--- src/rtl/voice_scheduler.sv ---
// Sequences NV voice modules once per sample tick, shares one multiplier among them,
// and mixes their outputs into a saturated 24-bit sample.
module voice_scheduler #(
  parameter int NV      = 4,
  parameter int TIMEOUT = 1023
) (
  input  logic             clk,
  input  logic             rst_n,
  input  logic             sample_tick,
  input  logic [NV-1:0]    voice_enable,
  output logic [NV-1:0]    voice_start,
  input  logic [NV-1:0]    voice_finish,
  input  logic [NV*32-1:0] voice_mult_a,
  input  logic [NV*32-1:0] voice_mult_b,
  output logic [31:0]      mult_a,
  output logic [31:0]      mult_b,
  input  logic [NV*24-1:0] voice_wave,
  output logic [23:0]      mix_out,
  output logic             mix_valid,
  output logic             busy,
  output logic             overrun,
  output logic             timeout_err,
  input  logic             clear_err
);
  localparam int IW = $clog2(NV);
  localparam int AW = 24 + IW;
  localparam int WW = $clog2(TIMEOUT + 1);
  localparam logic [IW-1:0] LAST   = IW'(NV - 1);
  localparam logic [WW-1:0] WD_MAX = WW'(TIMEOUT);

  typedef enum logic [2:0] {S_IDLE, S_START, S_WAIT, S_NEXT, S_DONE} state_t;

  state_t           state, nstate;
  logic [IW-1:0]    idx;
  logic [AW-1:0]    acc;
  logic [WW-1:0]    wd;
  logic [NV-1:0]    en_q;
  logic             fin_hit, to_hit;
  logic [AW-1:0]    wave_ext;
  logic [23:0]      sat;

  logic [NV-1:0][31:0] ma_v, mb_v;
  logic [NV-1:0][23:0] wv_v;

  assign ma_v = voice_mult_a;
  assign mb_v = voice_mult_b;
  assign wv_v = voice_wave;
  assign busy = (state != S_IDLE);
  assign wave_ext = {{(AW-24){wv_v[idx][23]}}, wv_v[idx]};

  // Top bits all equal means the sum still fits in 24 bits.
  always_comb begin
    sat = acc[23:0];
    if (!(acc[AW-1:23] == '0 || acc[AW-1:23] == '1))
      sat = acc[AW-1] ? 24'h800000 : 24'h7FFFFF;
  end

  always_ff @(posedge clk or negedge rst_n) begin
    if (!rst_n) state <= S_IDLE;
    else        state <= nstate;
  end

  always_comb begin
    nstate      = state;
    fin_hit     = 1'b0;
    to_hit      = 1'b0;
    voice_start = '0;
    mult_a      = '0;
    mult_b      = '0;
    case (state)
      S_IDLE:  if (sample_tick) nstate = S_START;
      S_START: begin
        mult_a = ma_v[idx];
        mult_b = mb_v[idx];
        if (en_q[idx]) begin
          voice_start[idx] = 1'b1;
          nstate           = S_WAIT;
        end else begin
          nstate = S_NEXT;
        end
      end
      S_WAIT: begin
        mult_a = ma_v[idx];
        mult_b = mb_v[idx];
        if (voice_finish[idx]) begin
          fin_hit = 1'b1;
          nstate  = S_NEXT;
        end else if (wd == WD_MAX) begin
          to_hit = 1'b1;
          nstate = S_NEXT;
        end
      end
      S_NEXT:  nstate = (idx == LAST) ? S_DONE : S_START;
      S_DONE:  nstate = S_IDLE;
      default: nstate = S_IDLE;
    endcase
  end

  always_ff @(posedge clk or negedge rst_n) begin
    if (!rst_n) begin
      idx         <= '0;
      acc         <= '0;
      wd          <= '0;
      en_q        <= '0;
      mix_out     <= '0;
      mix_valid   <= 1'b0;
      overrun     <= 1'b0;
      timeout_err <= 1'b0;
    end else begin
      mix_valid <= 1'b0;
      case (state)
        S_IDLE: if (sample_tick) begin
          idx  <= '0;
          acc  <= '0;
          en_q <= voice_enable;
        end
        S_WAIT: if (fin_hit) acc <= acc + wave_ext;
        S_NEXT: if (idx != LAST) idx <= idx + 1'b1;
        S_DONE: begin
          mix_out   <= sat;
          mix_valid <= 1'b1;
        end
        default: ;
      endcase
      wd <= (state == S_WAIT && nstate == S_WAIT) ? wd + 1'b1 : '0;
      // Set beats clear when both land in the same cycle.
      if (sample_tick && state != S_IDLE) overrun <= 1'b1;
      else if (clear_err)                 overrun <= 1'b0;
      if (to_hit)         timeout_err <= 1'b1;
      else if (clear_err) timeout_err <= 1'b0;
    end
  end
endmodule

--- config.mk ---
export PLATFORM = sky130hd
export DESIGN_NAME = voice_scheduler
export DESIGN_NICKNAME = d
export VERILOG_FILES = /design/src/rtl/voice_scheduler.sv
export SDC_FILE = /design/constraint.sdc
export NUM_CORES = 1
export LEC_CHECK = 0
export CAP_MARGIN = 20
export CORE_AREA = 4 4 177 179
export DETAILED_ROUTE_END_ITERATION = 8
export DIE_AREA = 0 0 181 183
export HOLD_SLACK_MARGIN = 0.15
export SLEW_MARGIN = 5
export SYNTH_ARGS = -nofsm -noshare
export SYNTH_HDL_FRONTEND = slang
export SYNTH_SLANG_ARGS = --single-unit
--- constraint.sdc ---
create_clock -name clk -period 4 [get_ports clk]
set_input_delay 1 -clock clk [delete_from_list [all_inputs] [get_ports clk]]
set_output_delay 1 -clock clk [all_outputs]
set_load 0.01 [all_outputs]
==> results.md <==
* Hold Slack at 0.476 ns
* Fin util at 41.7%
* Vias at slightly above 7000
* Pwr/cell area at between 600 and 700 nW/um^2
* CP required at roughly 3.0 ns
* Die Wd at 181 um
* Post-CTS sizing at 0
* Area leader, netlist: mux4_2
* Height of the die at about 180 um
* Fin crit share at between 90% and 100%
* Startpoint class of the critical path: flip-flop
* Leak pwr at 4.67 nW
* Mapped Avg Cell Area at 10.4 sq um
* Io pins at 460
* GPL Wtd Cong at about 0.86
* Global Route met3 Usage at 8.15%
* Clk slew on worst S/H paths at approximately 0.060 ns
* Critical path fanouts, max at 37
* Vias in the first global route at ~7600
* Layout overhead on the synthesized area at 81.9%
* Global-route wire length before repair at 49500 um
* Most used routing layer: met2
* Clock skew at between 0.009 and 0.01 ns
* List of most frequent post-synthesis cells: mux4_2 (90), dfrtp_1 (72), nor2b_1 (68)
* Sink count of the clock tree at 72
* Most numerous cell in the Yosys netlist: mux4_2
* Complex-gate fraction of the synthesized area at 10.5%
* Synth Register Bits at slightly above 70
* Final setup vio count at 0
* Initial Utilization at between 20% and 30%
* CTS Hold Buffers Added at 0
* Sequential-to-total area share from yosys stat at between 20% and 30%
* Met2 usage at a little over a third
* Final setup TNS at 0 ns
* Status: finished, final reports clean
* CTS tree: built
* Ratio of cells with drive above 1 in the final layout at 14.4%
* Core area at a little under 30000 sq um
* Drt wl/cell at between 20 and 25 um
* Crit end category: primary output
* First DRT Iteration DRCs at 360
* Post-synthesis simple-gate area fraction at between 15 and 20%
* HPWL Detailed at approximately 30000 um
* Final wirelength at roughly 35000 um
* Top post-synthesis cells by area: mux4_2 (30%), dfrtp_1 (27%), nor2b_1 (6.3%), ha_1 (5.5%), o21ai_0 (3.3%)
* Mux cell area share after synthesis at between 30% and 40%
* Ys async rst share at between 90% and 100%
* Mapped cell area at 6780 sq um
* Latest clock arrival within the worst-skew pair at between 0.3 and 0.4 ns
* Worst Tran Pin Value at 0.709 ns
* Drt drc at 0
* Pin count of the biggest net entering global routing at between 50 and 60
* Main combinational cell family by area after synthesis: multiplexers
* Fill count at just under 3000
* Clock root buffer master: clkbuf_16
* Number of distinct library cells after synthesis at 59
* EDFF count, synth at 0
* Gr ovfl total at 0
* IO Port Bufs at 459
* Synth Area in XOR/XNOR at about 3.5%
* Tmin final at ~3.8 ns
* RSZ-0062 raised after global routing: false
* CTS Buffer Depth at 2
* Ys Warns at 0
* Clock H-tree levels at 3
* Synth top area share at between 20% and 30%
* Die area at approximately 33000 sq um
* Postcts setup bufs at 0
* Final hold violation count at 0
* Crit path kind: flip-flop to primary output
* Rel. slew slack at 52.6%
* Slew Limit Fails at 0
* Met1 Use GR at a little over a fifth
* Crit path DAT at roughly 2.8 ns
* Max-cap viol count at 0
* Worst hold path class: flip-flop to flip-flop
* Synth Area in Adders at under 10%
* Drt via density at roughly 4.8
* GRT Total Usage at between 20 and 25%
* Maximum vdd drop at 0.000299 V
* Initial antenna violation count at 17
* Fin nets at 1500
* Fmax at between 200 and 300 MHz
* Routed Antenna Nets at 0
* TritonCTS Buffers at 9
* FP Rows at 63
* DR pass1 iterations at 5
* Synthesized Nets at roughly 1000
* Ys flop type: dfrtp_1
* Synth Instances at 650
placed cells by master, fill, tap and decap left out, drive strengths merged, types with 4 or more instances in the layout:
| master | count |
|---|---|
| clkdlybuf4s50 | 458 |
| mux4 | 90 |
| dfrtp | 72 |
| nor2b | 68 |
| o21ai | 57 |
| nand2 | 53 |
| nor2 | 50 |
| nand3 | 39 |
| buf | 33 |
| ha | 30 |
| inv | 16 |
| a21oi | 15 |
| xnor2 | 14 |
| xor2 | 13 |
| diode | 12 |
| clkbuf | 12 |
| and3 | 9 |
| nand4 | 8 |
| a21o | 7 |
| o31ai | 5 |
| and2 | 4 |
| mux2 | 4 |
worst paths after layout:
path | start | to | slack [ns] | cells after the start
setup / recovery | idx[0] | mult_a[27] | 0.16 | 5
hold / removal | mix_out[9] | mix_out[9] | 0.48 | 2
setup reg to reg | idx[0] | acc[25] | 0.55 | 11
hold reg to reg | mix_out[9] | mix_out[9] | 0.48 | 2
max in group asynchronous | rst_n | idx[0] | 2.46 | 2
min in group asynchronous | rst_n | mix_out[0] | 0.67 | 1
stage by stage:
step	worst slack [ns]	std cells	area, sq um	power, mW
floorplan	0.409	650	6780	4.24
global placement	-0.0255	1484	11900	6.78
detailed placement	-0.0786	1484	11900	6.78
CTS	0.0969	1500	12300	7.81
global route	0.00155	1510	12300	8.27
finish	0.155	1512	12300	7.70
worst max-delay path: stages (launching register included):
cell and delay (ns):
dfrtp_4 0.61, buf_12 0.26, buf_12 0.30, mux4_2 0.54, nor2b_1 0.14, clkdlybuf4s50_1 0.60
layout make-up:
cell class | count | area (sq um) | area share [%]
diodes | 12 | 30.0 | 0.244
inverters | 15 | 56.3 | 0.457
clock buffers | 12 | 256 | 2.08
repair buffers | 491 | 4870 | 39.5
clock inverters | 4 | 98.8 | 0.802
flip-flops and latches | 72 | 1810 | 14.7
well taps | 390 | 488 | 3.96
multi-input cells | 516 | 4720 | 38.3
registers in the layout, summed over array words and instances (netlist names), 2 cells and up:
register / cells
mix_out: 24
state: 3
en_q: 4
acc: 26
idx: 2
wd: 10
cell families (layout without fill, tap and decap cells):
group                    count (synthesis)  count (layout)
AND/OR/NAND/NOR                        253             253
AO/OA/AOI/OAI                          111             111
multiplexers                            94              94
flip-flops                              72              72
buffers and inverters                   62             522
adder cells (fa/ha/maj)                 31              31
XOR/XNOR                                27              27
other                                    0              12
metal layers:
metal  share of wire (%)  routed length, um
met2                  53              18600
met4                 1.8                613
met3                 8.4               2920
met1                  36              12600
met5                0.11                 40
power breakdown:
| group | switching, mW | internal, mW |
|---|---|---|
| Sequential | 0.249 | 0.918 |
| Combinational | 2.69 | 2.88 |
| Clock | 0.318 | 0.646 |
| Total | 3.25 | 4.45 |
(Power assumes the default switching activity.)
